==> config.mk <==
export PLATFORM = sky130hd
export DESIGN_NAME = eth_rx_noc_in_mux
export DESIGN_NICKNAME = d
export VERILOG_FILES = /design/src/rtl/eth_rx_noc_in_mux.sv
export SDC_FILE = /design/constraint.sdc
export NUM_CORES = 1
export LEC_CHECK = 0
export BUFFER_PORTS_ARGS = -buffer_cell sky130_fd_sc_hd__buf_2
export CORE_AREA = 2 2 611 613
export DETAILED_ROUTE_END_ITERATION = 8
export DIE_AREA = 0 0 613 615
export GPL_TIMING_DRIVEN = 0
export PLACE_DENSITY = 0.3
export SYNTH_ARGS = -nofsm -noshare
export SYNTH_HDL_FRONTEND = slang
export SYNTH_SLANG_ARGS = --single-unit
==> constraint.sdc <==
create_clock -name clk -period 2.2 [get_ports clk]
set_input_delay 0.44 -clock clk [delete_from_list [all_inputs] [get_ports clk]]
set_output_delay 0.44 -clock clk [all_outputs]
set_load 0.005 [all_outputs]
==> src/rtl/eth_rx_noc_in_mux.sv <==
// eth_rx_noc_in_mux
//
// N-source NoC-to-MAC-RX deframer. Arbitrates round-robin, one whole message
// at a time, among NUM_SRCS NoC input channels. Each message starts with a
// header flit carrying msg_len (flit count) and frame_size (bytes). The header
// is stripped and the data flits go to the MAC-side stream with frame size,
// last and padbytes sideband. A header whose msg_len does not match
// ceil(frame_size/BYTES) is rejected: hdr_err pulses and the message body is
// consumed and dropped. A zero msg_len is rejected and has no body.
//
// Ports:
//   clk, rst          clock, synchronous active-high reset
//   noc_in_val/_data  per-source flit valid and data (source i at [i*DATA_W +: DATA_W])
//   noc_in_rdy        per-source ready
//   dst_val/_data     data flit toward the MAC path
//   dst_frame_size    frame size in bytes of the current message
//   dst_last          final flit of the frame
//   dst_padbytes      invalid bytes in the final flit
//   dst_src           index of the granted source
//   dst_rdy           downstream ready
//   hdr_err           one-cycle pulse when a header is rejected
//
// Optional build macro ETH_RX_NOC_IN_MUX_STATS_EN adds saturating 32-bit
// counters stat_frames (forwarded frames) and stat_drops (rejected headers).

module eth_rx_noc_in_mux #(
    parameter int NUM_SRCS       = 2,
    parameter int DATA_W         = 512,
    parameter int MTU_W          = 14,
    parameter int MSG_LEN_W      = 8,
    parameter int MSG_LEN_LSB    = 0,
    parameter int FRAME_SIZE_LSB = 32,
    localparam int BYTES         = DATA_W / 8,
    localparam int PAD_W         = $clog2(BYTES),
    localparam int SRC_W         = (NUM_SRCS > 1) ? $clog2(NUM_SRCS) : 1
) (
    input  logic                       clk,
    input  logic                       rst,
    input  logic [NUM_SRCS-1:0]        noc_in_val,
    input  logic [NUM_SRCS*DATA_W-1:0] noc_in_data,
    output logic [NUM_SRCS-1:0]        noc_in_rdy,
    output logic                       dst_val,
    output logic [DATA_W-1:0]          dst_data,
    output logic [MTU_W-1:0]           dst_frame_size,
    output logic                       dst_last,
    output logic [PAD_W-1:0]           dst_padbytes,
    output logic [SRC_W-1:0]           dst_src,
    input  logic                       dst_rdy,
    output logic                       hdr_err
`ifdef ETH_RX_NOC_IN_MUX_STATS_EN
    ,
    output logic [31:0]                stat_frames,
    output logic [31:0]                stat_drops
`endif
);

    // Common width for comparing msg_len against the expected flit count.
    localparam int CMP_W = (MSG_LEN_W > MTU_W + 1) ? MSG_LEN_W : MTU_W + 1;

    typedef enum logic [1:0] {S_HDR, S_DATA, S_DRAIN} state_t;

    state_t               state, state_nxt;
    logic [SRC_W-1:0]     rr_ptr, src_q, gnt_idx;
    logic                 gnt_found;
    logic [MSG_LEN_W-1:0] msg_len_q, flit_cnt;
    logic [MTU_W-1:0]     frame_size_q;
    logic [PAD_W-1:0]     pad_q;
    logic                 hdr_err_q;

    logic [DATA_W-1:0]    src_data [NUM_SRCS];
    logic [MSG_LEN_W-1:0] hdr_msg_len;
    logic [MTU_W-1:0]     hdr_frame_size;
    logic [CMP_W-1:0]     hdr_exp;
    logic                 hdr_zero, hdr_good;
    logic [PAD_W-1:0]     hdr_pad;
    logic                 src_val, last_flit;

    for (genvar i = 0; i < NUM_SRCS; i++) begin : g_unpack
        assign src_data[i] = noc_in_data[i*DATA_W +: DATA_W];
    end

    // (base + off) mod NUM_SRCS, for off < NUM_SRCS.
    function automatic logic [SRC_W-1:0] wrap_add(input logic [SRC_W-1:0] base, input int off);
        logic [SRC_W:0] sum;
        sum = {1'b0, base} + (SRC_W+1)'(off);
        if (sum >= (SRC_W+1)'(NUM_SRCS))
            sum = sum - (SRC_W+1)'(NUM_SRCS);
        return sum[SRC_W-1:0];
    endfunction

    // First valid source at or after rr_ptr, searching upward with wrap.
    always_comb begin
        // NOTE: every variable gets a default before any conditional write, so no latch is inferred.
        gnt_found = 1'b0;
        gnt_idx   = '0;
        for (int k = 0; k < NUM_SRCS; k++) begin
            if (!gnt_found && noc_in_val[wrap_add(rr_ptr, k)]) begin
                gnt_found = 1'b1;
                gnt_idx   = wrap_add(rr_ptr, k);
            end
        end
    end

    // Header decode of the granted source.
    assign hdr_msg_len    = src_data[gnt_idx][MSG_LEN_LSB +: MSG_LEN_W];
    assign hdr_frame_size = src_data[gnt_idx][FRAME_SIZE_LSB +: MTU_W];
    assign hdr_exp        = (CMP_W'(hdr_frame_size) + CMP_W'(BYTES - 1)) >> PAD_W;
    assign hdr_zero       = (hdr_msg_len == '0);
    assign hdr_good       = !hdr_zero && (CMP_W'(hdr_msg_len) == hdr_exp);
    // Subtraction is modulo BYTES, so a zero remainder yields zero padding.
    assign hdr_pad        = '0 - hdr_frame_size[PAD_W-1:0];

    assign src_val   = noc_in_val[src_q];
    assign last_flit = (flit_cnt == msg_len_q - 1'b1);

    always_comb begin
        state_nxt  = state;
        noc_in_rdy = '0;
        dst_val    = 1'b0;
        dst_last   = 1'b0;
        dst_data   = '0;
        case (state)
            S_HDR: begin
                if (gnt_found) begin
                    noc_in_rdy[gnt_idx] = 1'b1;
                    if (hdr_good)
                        state_nxt = S_DATA;
                    else if (!hdr_zero)
                        state_nxt = S_DRAIN;
                end
            end
            S_DATA: begin
                dst_val            = src_val;
                dst_data           = src_data[src_q];
                dst_last           = last_flit;
                noc_in_rdy[src_q]  = dst_rdy;
                if (src_val && dst_rdy && last_flit)
                    state_nxt = S_HDR;
            end
            S_DRAIN: begin
                noc_in_rdy[src_q] = 1'b1;
                if (src_val && last_flit)
                    state_nxt = S_HDR;
            end
            default: state_nxt = S_HDR;
        endcase
        // Nothing is consumed or offered while reset is held.
        if (rst) begin
            noc_in_rdy = '0;
            dst_val    = 1'b0;
            dst_last   = 1'b0;
            dst_data   = '0;
        end
    end

    always_ff @(posedge clk) begin
        if (rst) begin
            // NOTE: non-blocking assignments keep every register update in this block order-independent.
            state        <= S_HDR;
            rr_ptr       <= '0;
            src_q        <= '0;
            msg_len_q    <= '0;
            frame_size_q <= '0;
            pad_q        <= '0;
            flit_cnt     <= '0;
            hdr_err_q    <= 1'b0;
        end else begin
            state     <= state_nxt;
            hdr_err_q <= 1'b0;
            case (state)
                S_HDR: begin
                    if (gnt_found) begin
                        src_q        <= gnt_idx;
                        msg_len_q    <= hdr_msg_len;
                        frame_size_q <= hdr_frame_size;
                        pad_q        <= hdr_pad;
                        flit_cnt     <= '0;
                        rr_ptr       <= wrap_add(gnt_idx, 1);
                        hdr_err_q    <= !hdr_good;
                    end
                end
                S_DATA:  if (src_val && dst_rdy) flit_cnt <= flit_cnt + 1'b1;
                S_DRAIN: if (src_val)            flit_cnt <= flit_cnt + 1'b1;
                default: ;
            endcase
        end
    end

    assign dst_frame_size = frame_size_q;
    assign dst_padbytes   = pad_q;
    assign dst_src        = src_q;
    assign hdr_err        = hdr_err_q;

`ifdef ETH_RX_NOC_IN_MUX_STATS_EN
    always_ff @(posedge clk) begin
        if (rst) begin
            stat_frames <= '0;
            stat_drops  <= '0;
        end else begin
            if (state == S_DATA && src_val && dst_rdy && last_flit && stat_frames != '1)
                stat_frames <= stat_frames + 1'b1;
            if (hdr_err_q && stat_drops != '1)
                stat_drops <= stat_drops + 1'b1;
        end
    end
`endif

endmodule

==> load_flow_metrics.sql, run 1 <==
INSERT INTO impl_metrics (metric_group, metric, value, unit) VALUES
('synthesis', 'post_synth_and_or_nand_nor_area_fraction', '0.267', ''),
('synthesis', 'yosysUniqueCellTypes', '53', ''),
('synthesis', 'synth-seq-cells', '40', ''),
('synthesis', 'synth_fa_ha_area_frac', '0.00968', ''),
('die', 'floorplan.io_pins', '1567', ''),
('die', 'floorplan.initialDensity', '0.0279', ''),
('die', 'fp-row-count', '224', ''),
('die', 'die_w', '613', 'um'),
('synthesis', 'postSynth.topFlopCell', 'sky130_fd_sc_hd__dfxtp_1', ''),
('synthesis', 'synth_enable_flop_cells', '0', ''),
('place', 'io_buffers', '1564', ''),
('synthesis', 'synth_compound_area_frac', '0.0532', ''),
('synthesis', 'syn_nets', '2552', ''),
('synthesis', 'synth-warning-count', '0', ''),
('synthesis', 'synth_async_sr_flop_share', '0', ''),
('synthesis', 'combinational_family_with_the_most_area_after_synthesis', 'multiplexers', ''),
('synthesis', 'synthesis.instances', '1515', ''),
('synthesis', 'synth_seq_area_share', '0.0774', ''),
('synthesis', 'yosys.area_share.xor_xnor', '0.0330', ''),
('outcome', 'tool.error', '[ERROR GPL-0305] RePlAce diverged during gradient descent calculation, resulting in an invalid step length (Inf or NaN). This is often caused by numerical instability ...', ''),
('die', 'floorplan.die.height', '615', 'um'),
('outcome', 'stop_stage', 'global placement (3_3_place_gp)', ''),
('synthesis', 'synth.avg_cell_area', '6.83', 'sq um'),
('synthesis', 'synthMuxAreaShare', '0.504', ''),
('outcome', 'status', 'aborted with a tool error', ''),
('synthesis', 'post_synth_instance_area', '10300', 'sq um');
==> synth_stat cells, types with 2 or more instances <==
cell | count | area share
sky130_fd_sc_hd__xor2_1 | 25 | 0.021
sky130_fd_sc_hd__a311oi_1 | 20 | 0.017
sky130_fd_sc_hd__buf_2 | 2 | 0.00097
sky130_fd_sc_hd__inv_1 | 7 | 0.0025
sky130_fd_sc_hd__nand3b_1 | 4 | 0.0029
sky130_fd_sc_hd__xnor2_1 | 14 | 0.012
sky130_fd_sc_hd__mux2i_1 | 520 | 0.50
sky130_fd_sc_hd__nand3_1 | 10 | 0.0048
sky130_fd_sc_hd__nor2b_1 | 3 | 0.0018
sky130_fd_sc_hd__and2_1 | 2 | 0.0012
sky130_fd_sc_hd__nand4_1 | 7 | 0.0042
sky130_fd_sc_hd__a211oi_1 | 9 | 0.0065
sky130_fd_sc_hd__buf_1 | 51 | 0.019
sky130_fd_sc_hd__nand2b_1 | 9 | 0.0054
sky130_fd_sc_hd__nor4_1 | 8 | 0.0048
sky130_fd_sc_hd__nand2_1 | 65 | 0.024
sky130_fd_sc_hd__clkbuf_8 | 2 | 0.0027
sky130_fd_sc_hd__nor4b_1 | 2 | 0.0017
sky130_fd_sc_hd__a21oi_1 | 22 | 0.011
sky130_fd_sc_hd__ha_1 | 8 | 0.0097
sky130_fd_sc_hd__o21ai_0 | 9 | 0.0044
sky130_fd_sc_hd__clkbuf_1 | 78 | 0.028
sky130_fd_sc_hd__nor2_1 | 559 | 0.20
sky130_fd_sc_hd__nor3_1 | 4 | 0.0019
sky130_fd_sc_hd__and3_1 | 5 | 0.0030
sky130_fd_sc_hd__dfxtp_1 | 40 | 0.077
sky130_fd_sc_hd__a31oi_1 | 4 | 0.0024
==> cell families after synthesis <==
group	Yosys count
AND/OR/NAND/NOR	687
multiplexers	521
buffers and inverters	142
AO/OA/AOI/OAI	78
flip-flops	40
XOR/XNOR	39
adder cells (fa/ha/maj)	8
==> run 2: changes to the inputs <==
CORE_AREA = 2 2 607 609   (was 2 2 611 613)
DIE_AREA = 0 0 609 611   (was 0 0 613 615)
PLACE_DENSITY = unset   (was 0.3)
PLACE_DENSITY_LB_ADDON = 0.15   (was unset)
clock period = 2.86 ns   (was 2.2 ns; I/O delays follow)
==> run 2 against run 1 <==
  * Synthesized cell count unchanged
  * The run now ends clean
  * Area after synthesis is the same
==> load_flow_metrics.sql, run 2 <==
INSERT INTO impl_metrics (metric_group, metric, value, unit) VALUES
('outcome', 'status', 'complete, no violations', ''),
('worst_setup_path', 'worstSetupStartpointType', 'flop', ''),
('worst_hold_path', 'worstHoldPathType', 'reg2reg', ''),
('place', 'place_ws', '-2410', 'ps'),
('routing', 'ant_nets', '0', ''),
('power_and_ir_drop', 'p_switching', '3.99', 'mW'),
('synthesis', 'yosysUniqueCellTypes', '53', ''),
('place', 'hpwl', '269', 'mm'),
('sta', 'pins_over_slew_limit', '0', ''),
('power_and_ir_drop', 'power.leakage', '11.4', 'nW'),
('die', 'floorplan.die.height', '611', 'um'),
('synthesis', 'synth_async_sr_flop_share', '0', ''),
('cells_and_area', 'area_growth_syn_to_layout', '163', '%'),
('sta', 'setup-violations-final', '0', ''),
('global_route', 'grt_pass1_vias', '19100', ''),
('sta', 'post-route-worst-setup-slack', '33.9', 'ps'),
('die', 'fp-row-count', '222', ''),
('global_route', 'grt_start_max_net_pins', '14', ''),
('cts', 'insertion_delay_to_the_later_sink_of_the_worst_skew_pair', '310', 'ps'),
('synthesis', 'yosysTopAreaCell', 'sky130_fd_sc_hd__mux2i_1', ''),
('cts', 'clock_slew_at_the_register_clock_pins_of_the_worst_setup_and_hold_paths', '80', 'ps'),
('worst_setup_path', 'end_kind', 'output port', ''),
('sta', 'max_freq', '354', 'MHz'),
('sta', 'relSlewSlack', '0.152', ''),
('cells_and_area', 'fraction_of_layout_cells_with_a_size_suffix_above_1', '0.615', ''),
('synthesis', 'synth.avg_cell_area', '6.83', 'sq um'),
('global_route', 'grt_first_pass_wirelength', '326', 'mm'),
('cts', 'max-clock-path-buffers', '2', ''),
('cells_and_area', 'final-seq-area', '807', 'sq um'),
('power_and_ir_drop', 'pwr-share-clk', '0.089', ''),
('synthesis', 'synth_top_area_frac', '0.503', ''),
('global_route', 'combined_global_route_utilization_of_all_metal_layers', '0.146', ''),
('power_and_ir_drop', 'seqPwrFrac', '0.108', ''),
('worst_setup_path', 'most_used_cell_cp', 'sky130_fd_sc_hd__buf_4', ''),
('routing', 'vias', '20100', ''),
('die', 'die_w', '609', 'um'),
('routing', 'vias_per_cell', '2.50', ''),
('cells_and_area', 'most-common-layout-cells', '1,554 x sky130_fd_sc_hd__buf_2, 534 x sky130_fd_sc_hd__nor2_1, 369 x sky130_fd_sc_hd__mux2i_1, 96 x sky130_fd_sc_hd__mux2i_4, 63 x sky130_fd_sc_hd__nand2_1', ''),
('worst_setup_path', 'timing.critical_path.cells', 'buf_8 -> clkbuf_16 -> buf_4 -> buf_12 -> buf_4 -> mux2i_1 -> nor2_1 -> buf_2', ''),
('cells_and_area', 'final_cell_area', '27200', 'sq um'),
('cts', 'root_buffer', 'sky130_fd_sc_hd__clkbuf_16', ''),
('synthesis', 'netlist_top_cells_count', '559 x sky130_fd_sc_hd__nor2_1, 520 x sky130_fd_sc_hd__mux2i_1, 78 x sky130_fd_sc_hd__clkbuf_1', ''),
('cts', 'cts_tree', 'done', ''),
('synthesis', 'synth-warning-count', '0', ''),
('place', 'placedInstanceArea', '24200', 'sq um'),
('routing', 'drt_pre_antenna_iters', '5', ''),
('die', 'floorplan.initialDensity', '0.0283', ''),
('worst_setup_path', 'crit_path_class', 'reg2out', ''),
('synthesis', 'synth_enable_flop_cells', '0', ''),
('worst_setup_path', 'timing.critical_path.fanout_max', '10', ''),
('routing', 'routed_wire_length_per_instance', '35.3', 'um'),
('power_and_ir_drop', 'p_int', '3.54', 'mW'),
('synthesis', 'postSynth.topFlopCell', 'sky130_fd_sc_hd__dfxtp_1', ''),
('synthesis', 'post_synth_instance_area', '10300', 'sq um'),
('synthesis', 'post-synth-top-count-cell', 'sky130_fd_sc_hd__nor2_1', ''),
('sta', 'min_period_over_period', '0.988', ''),
('worst_setup_path', 'required', '2290', 'ps'),
('routing', 'drc', '0', ''),
('power_and_ir_drop', 'cellPowerDensity', '277', 'nW/um^2'),
('cells_and_area', 'final_common_cell', 'sky130_fd_sc_hd__buf_2', ''),
('die', 'dieArea', '372000', 'sq um'),
('power_and_ir_drop', 'sw_frac_of_total', '0.530', ''),
('worst_setup_path', 'critical-path-max-stage-delay', '450', 'ps'),
('cells_and_area', 'largest_reg_flops', '14', ''),
('sta', 'timing_worst_slew_pin_value', '1260', 'ps'),
('worst_setup_path', 'critical_path_s_top_delay_family', 'buffers and inverters', ''),
('cells_and_area', 'filler_cell_count_in_the_final_layout', '43500', ''),
('synthesis', 'synthesis.instances', '1515', ''),
('cells_and_area', 'count_of_nets_after_finishing', '4144', ''),
('worst_setup_path', 'crit_buf_inv', '6', ''),
('die', 'coreArea', '365000', 'sq um'),
('place', 'gp_congestion', '0.980', ''),
('cts', 'cts_hold_bufs', '0', ''),
('sta', 'finalHoldViolations', '0', ''),
('flow_run', 'cap_violations', '0', ''),
('global_route', 'initial_antenna_violation_count', '397', ''),
('sta', 'skew', '6.55', 'ps'),
('power_and_ir_drop', 'combinationalPowerShare', '0.803', ''),
('sta', 'min_period', '2830', 'ps'),
('cts', 'cts-htree-levels', '2', ''),
('routing', 'initialDrtViolationCount', '1351', ''),
('die', 'floorplan.io_pins', '1567', ''),
('cells_and_area', 'multi_input_area', '10500', 'sq um'),
('synthesis', 'syn_nets', '2552', ''),
('worst_setup_path', 'arr_time_crit_path', '2250', 'ps'),
('sta', 'unrepaired_setup_endpoints_after_global_routing', 'yes', ''),
('worst_setup_path', 'critPathSlowestCell', 'sky130_fd_sc_hd__mux2i_1', ''),
('place', 'io_buffers', '1564', ''),
('global_route', 'grt.overflow.total', '0', ''),
('synthesis', 'synth-seq-cells', '40', ''),
('synthesis', 'ys_top_cells_by_area', 'sky130_fd_sc_hd__mux2i_1 50%, sky130_fd_sc_hd__nor2_1 20%, sky130_fd_sc_hd__dfxtp_1 7.7%, sky130_fd_sc_hd__clkbuf_1 2.8%, sky130_fd_sc_hd__nand2_1 2.4%', ''),
('cts', 'tritoncts_num_sinks', '40', ''),
('synthesis', 'synth_seq_area_share', '0.0774', ''),
('cts', 'cts_inserted_buffers', '5', ''),
('routing', 'drt_wl_total', '284', 'mm'),
('power_and_ir_drop', 'vdd.ir_drop.worst', '0.227', 'mV');
run 2: path summary, 6_finish.rpt:
path / start / endpoint / slack, ps / depth (start not counted)
worst max-delay path: dst_src / dst_data[37] / 30 / 8
worst max register to register: rr_ptr / hdr_err / 190 / 8
worst min-delay path: dst_padbytes[1] / dst_padbytes[1] / 460 / 2
worst min register to register: dst_padbytes[1] / dst_padbytes[1] / 460 / 2
run 2: cell type report:
cell class              count  share of cell area
plain buffers             135              0.0443
multi-input cells        1333               0.387
repair buffers           1585               0.298
inverters                   7            0.000965
flip-flops and latches     40              0.0296
well taps                4816               0.221
clock buffers               6             0.00510
diodes                    135              0.0124
clock inverters             2            0.000552
run 2: per-stage QoR:
step | util | power (mW) | setup TNS [ps] | hold WS [ps] | instances
2_1_floorplan | - | 3.02 | 0 | 453 | 1515
3_3_place_gp | 0.0663 | 5.99 | -1049010 | 461 | 7895
3_5_place_dp | 0.0664 | 5.96 | -619250 | 450 | 7897
4_1_cts | 0.0731 | 7.61 | -417 | 466 | 7913
5_1_grt | 0.0740 | 7.91 | -118 | 479 | 7968
6_report | 0.0746 | 7.53 | 0 | 463 | 8059
run 2: kinds of logic (layout without fill, tap and decap cells):
| family | after synthesis | count (layout) | synth area share |
|---|---|---|---|
| compound gates | 78 | 78 | 0.0532 |
| fa+ha+maj | 8 | 8 | 0.00968 |
| simple gates | 687 | 687 | 0.267 |
| flops | 40 | 40 | 0.0774 |
| mux | 521 | 521 | 0.504 |
| buf+inv | 142 | 1735 | 0.0548 |
| xor+xnor | 39 | 39 | 0.0330 |
| other cells | 0 | 135 | 0 |
run 2: power by group through the flow:
| stage | clock, mW | sequential (mW) | combinational, mW |
|---|---|---|---|
| 2_1_floorplan | 0 | 0.787 | 2.23 |
| 3_3_place_gp | 0 | 0.819 | 5.17 |
| 3_5_place_dp | 0 | 0.822 | 5.14 |
| 4_1_cts | 0.702 | 0.813 | 6.09 |
| 5_1_grt | 0.711 | 0.839 | 6.36 |
| 6_report | 0.671 | 0.815 | 6.05 |
run 2: timing repair:
action / CTS / global route
buffers inserted: 6 / 9
pin swaps: 2 / 1
gates cloned: 2 / 2
endpoints found under the setup margin: 519 / 133
gates resized for setup: 600 / 50
run 2: worst register-to-register path, cell delays in order (launching register included):
cell	delay [ps]
sky130_fd_sc_hd__dfxtp_1	310
sky130_fd_sc_hd__nand2b_2	230
sky130_fd_sc_hd__buf_2	230
sky130_fd_sc_hd__and3_1	230
sky130_fd_sc_hd__a32oi_1	390
sky130_fd_sc_hd__nor4_1	120
sky130_fd_sc_hd__a211oi_1	370
sky130_fd_sc_hd__nor4b_4	120
sky130_fd_sc_hd__nor3_1	500
run 2: layer usage:
layer,vias to the layer above,GRT usage,share of wire
li1,8581,-,-
met1,9415,0.156,0.36
met2,1442,0.264,0.50
met3,524,0.0714,0.12
met4,156,0.0192,0.022
met5,-,0,0.0035
Note: power is estimated with default switching activity, not from simulation.
==> run 3: changes to the inputs <==
GPL_TIMING_DRIVEN = unset   (was 0)
clock period = 2.3 ns   (was 2.86 ns; I/O delays follow)
==> run 3 against run 2 <==
  * The run now ends with setup timing left
  * Via count is 9.1% higher
  * Utilization is 2.9 points higher
  * Final cell count is 5.4% higher
  * Die area stayed put
  * Sequential cell count stayed put
  * Highest routed layer unchanged
==> load_flow_metrics.sql, run 3 (synthesis gave the netlist of run 2 again) <==
INSERT INTO impl_metrics (metric_group, metric, value, unit) VALUES
('die', 'floorplan.initialDensity', '0.0283', ''),
('routing', 'drc', '0', ''),
('cts', 'root_buffer', 'sky130_fd_sc_hd__clkbuf_16', ''),
('place', 'gp_congestion', '0.963', ''),
('sta', 'finalHoldViolations', '0', ''),
('worst_setup_path', 'critPathSlowestCell', 'sky130_fd_sc_hd__dfxtp_2', ''),
('worst_setup_path', 'timing.critical_path.fanout_max', '3', ''),
('routing', 'drt_wl_total', '290', 'mm'),
('cts', 'cts_inserted_buffers', '5', ''),
('die', 'coreArea', '365000', 'sq um'),
('sta', 'post-route-worst-setup-slack', '-214', 'ps'),
('global_route', 'grt_first_pass_wirelength', '323', 'mm'),
('outcome', 'status', 'finished with violations', ''),
('cells_and_area', 'count_of_nets_after_finishing', '4570', ''),
('cells_and_area', 'largest_reg_flops', '14', ''),
('power_and_ir_drop', 'cellPowerDensity', '363', 'nW/um^2'),
('worst_setup_path', 'crit_path_class', 'reg2out', ''),
('global_route', 'initial_antenna_violation_count', '378', ''),
('worst_setup_path', 'timing.rr.end', 'state[1]', ''),
('outcome', 'failed_checks', 'setup timing', ''),
('die', 'dieArea', '372000', 'sq um'),
('die', 'floorplan.die.height', '611', 'um'),
('flow_run', 'cap_violations', '0', ''),
('global_route', 'grt_start_max_net_pins', '53', ''),
('die', 'floorplan.io_pins', '1567', ''),
('place', 'io_buffers', '1566', ''),
('routing', 'drt_pre_antenna_iters', '4', ''),
('cells_and_area', 'final_cell_area', '38000', 'sq um'),
('cells_and_area', 'multi_input_area', '13600', 'sq um'),
('power_and_ir_drop', 'vdd.ir_drop.worst', '0.274', 'mV'),
('worst_setup_path', 'required', '1840', 'ps'),
('worst_setup_path', 'timing.reg2reg.worst_path_depth', '10', ''),
('worst_hold_path', 'worstHoldPathType', 'in2reg', ''),
('routing', 'initialDrtViolationCount', '1164', ''),
('worst_setup_path', 'worstSetupStartpointType', 'flop', ''),
('cells_and_area', 'final_common_cell', 'sky130_fd_sc_hd__buf_2', ''),
('cts', 'tritoncts_num_sinks', '40', ''),
('cells_and_area', 'area_growth_syn_to_layout', '267', '%'),
('cells_and_area', 'most-common-layout-cells', '1,406 x sky130_fd_sc_hd__buf_2, 264 x sky130_fd_sc_hd__mux2i_1, 264 x sky130_fd_sc_hd__buf_4, 259 x sky130_fd_sc_hd__nor2_1, 239 x sky130_fd_sc_hd__buf_6', ''),
('worst_setup_path', 'end_kind', 'output port', ''),
('cells_and_area', 'filler_cell_count_in_the_final_layout', '42600', ''),
('sta', 'relSlewSlack', '0.595', ''),
('cells_and_area', 'final-seq-area', '823', 'sq um'),
('sta', 'pins_over_slew_limit', '0', ''),
('routing', 'routed_wire_length_per_instance', '34.1', 'um'),
('cts', 'insertion_delay_to_the_later_sink_of_the_worst_skew_pair', '310', 'ps'),
('worst_setup_path', 'critical-path-max-stage-delay', '340', 'ps'),
('power_and_ir_drop', 'power.leakage', '15.3', 'nW'),
('cts', 'max-clock-path-buffers', '2', ''),
('routing', 'vias_per_cell', '2.59', ''),
('power_and_ir_drop', 'pwr-share-clk', '0.063', ''),
('power_and_ir_drop', 'sw_frac_of_total', '0.459', ''),
('cts', 'clock_slew_at_the_register_clock_pins_of_the_worst_setup_and_hold_paths', '80', 'ps'),
('worst_setup_path', 'timing.critical_path.to', 'dst_last', ''),
('sta', 'max_freq', '398', 'MHz'),
('cts', 'cts_hold_bufs', '0', ''),
('sta', 'skew', '12.9', 'ps'),
('worst_setup_path', 'worst_setup_path_startpoint', 'msg_len_q[0]', ''),
('routing', 'vias', '22000', ''),
('sta', 'min_period_over_period', '1.09', ''),
('sta', 'timing_worst_slew_pin_value', '607', 'ps'),
('worst_setup_path', 'regToRegSetupSlack', '40', 'ps'),
('routing', 'ant_nets', '0', ''),
('cts', 'cts-htree-levels', '2', ''),
('global_route', 'grt_pass1_vias', '20500', ''),
('power_and_ir_drop', 'seqPwrFrac', '0.073', ''),
('worst_setup_path', 'arr_time_crit_path', '2050', 'ps'),
('die', 'fp-row-count', '222', ''),
('worst_setup_path', 'worst_r2r_startpoint', 'rr_ptr', ''),
('cts', 'cts_tree', 'done', ''),
('die', 'die_w', '609', 'um'),
('worst_setup_path', 'timing.critical_path.cells', 'inv_1 -> ha_4 -> and2_4 -> a211o_1 -> a31oi_4 -> nor4_4 -> buf_4 -> nor2b_1 -> buf_2', ''),
('place', 'placedInstanceArea', '27200', 'sq um'),
('power_and_ir_drop', 'finalPower', '13.8', 'mW'),
('cells_and_area', 'fraction_of_layout_cells_with_a_size_suffix_above_1', '0.784', ''),
('sta', 'unrepaired_setup_endpoints_after_global_routing', 'yes', ''),
('global_route', 'grt.overflow.total', '0', ''),
('power_and_ir_drop', 'p_int', '7.45', 'mW'),
('global_route', 'combined_global_route_utilization_of_all_metal_layers', '0.143', ''),
('sta', 'setup-violations-final', '365', ''),
('power_and_ir_drop', 'p_switching', '6.31', 'mW'),
('sta', 'min_period', '2510', 'ps'),
('place', 'hpwl', '258', 'mm'),
('power_and_ir_drop', 'combinationalPowerShare', '0.864', '');
## run 3: cell count changes in the layout (fill, tap and decap cells not counted), sizes merged
cell	delta
buf	+454
bufbuf	+1
clkbuf	-28
clkdlybuf4s15	-1
clkinvlp	-1
diode	+6
inv	+1
## run 3: per-stage QoR
step	TNS [ps]	instances	setup WS, ps	hold slack, ps	utilization
6_report	-23260	8491	-214	462	0.104
5_1_grt	-53720	8377	-315	489	0.103
4_1_cts	-37080	8230	-265	450	0.0852
3_5_place_dp	-4870	8120	-828	465	0.0745
3_3_place_gp	-5460	8120	-917	458	0.0745
2_1_floorplan	0	1515	48.6	453	-
## run 3: power by group through the flow
| stage | Combinational [mW] | Clock (mW) | Sequential, mW |
|---|---|---|---|
| 6_report | 11.9 | 0.861 | 1.01 |
| 5_1_grt | 12.5 | 0.922 | 1.04 |
| 4_1_cts | 9.90 | 0.904 | 1.00 |
| 3_5_place_dp | 7.82 | 0 | 1.01 |
| 3_3_place_gp | 7.88 | 0 | 1.00 |
| 2_1_floorplan | 2.77 | 0 | 0.979 |
## run 3: timing repair
action / in CTS / in global routing
pin swaps: 15 / 112
buffers inserted: 74 / 98
setup endpoints to repair: 492 / 474
gates resized for setup: 478 / 1077
cloned: 31 / 67
## run 3: worst min path at each step
stage,cells after the start,startpoint,endpoint
after floorplan,2,dst_frame_size[9],dst_frame_size[9]
after global placement,2,dst_frame_size[9],dst_frame_size[9]
after detailed placement,2,dst_padbytes[1],dst_padbytes[1]
after CTS,3,noc_in_data[43],dst_frame_size[11]
after global routing,3,noc_in_data[43],dst_frame_size[11]
final,3,noc_in_data[43],dst_frame_size[11]
## run 3: layer usage
metal  global-route usage  part of all wire  vias to the layer above
li1                     -                 -                     9497
met1                0.147              0.35                    10200
met2                0.262              0.50                     1427
met3               0.0776              0.12                      624
met4               0.0142             0.022                      182
met5                    0            0.0040                        -
## run 3: worst max-delay path, delay by kind of cell, from the launching register on
family	cells	cell delay, ps
buffers and inverters	3	360
and+or+nand+nor	3	340
AOI/OAI and AO/OA	2	530
adders and majority gates	1	170
DFF	1	340
## run 3: cell type report
type                       count  area share
timing repair buffer        2146       0.447
multi-input combinational   1333       0.358
tap                         4816       0.159
sequential                    40      0.0217
antenna                      141     0.00930
clock buffer                   6     0.00396
inverter                       7    0.000758
clock inverter                 2    0.000429
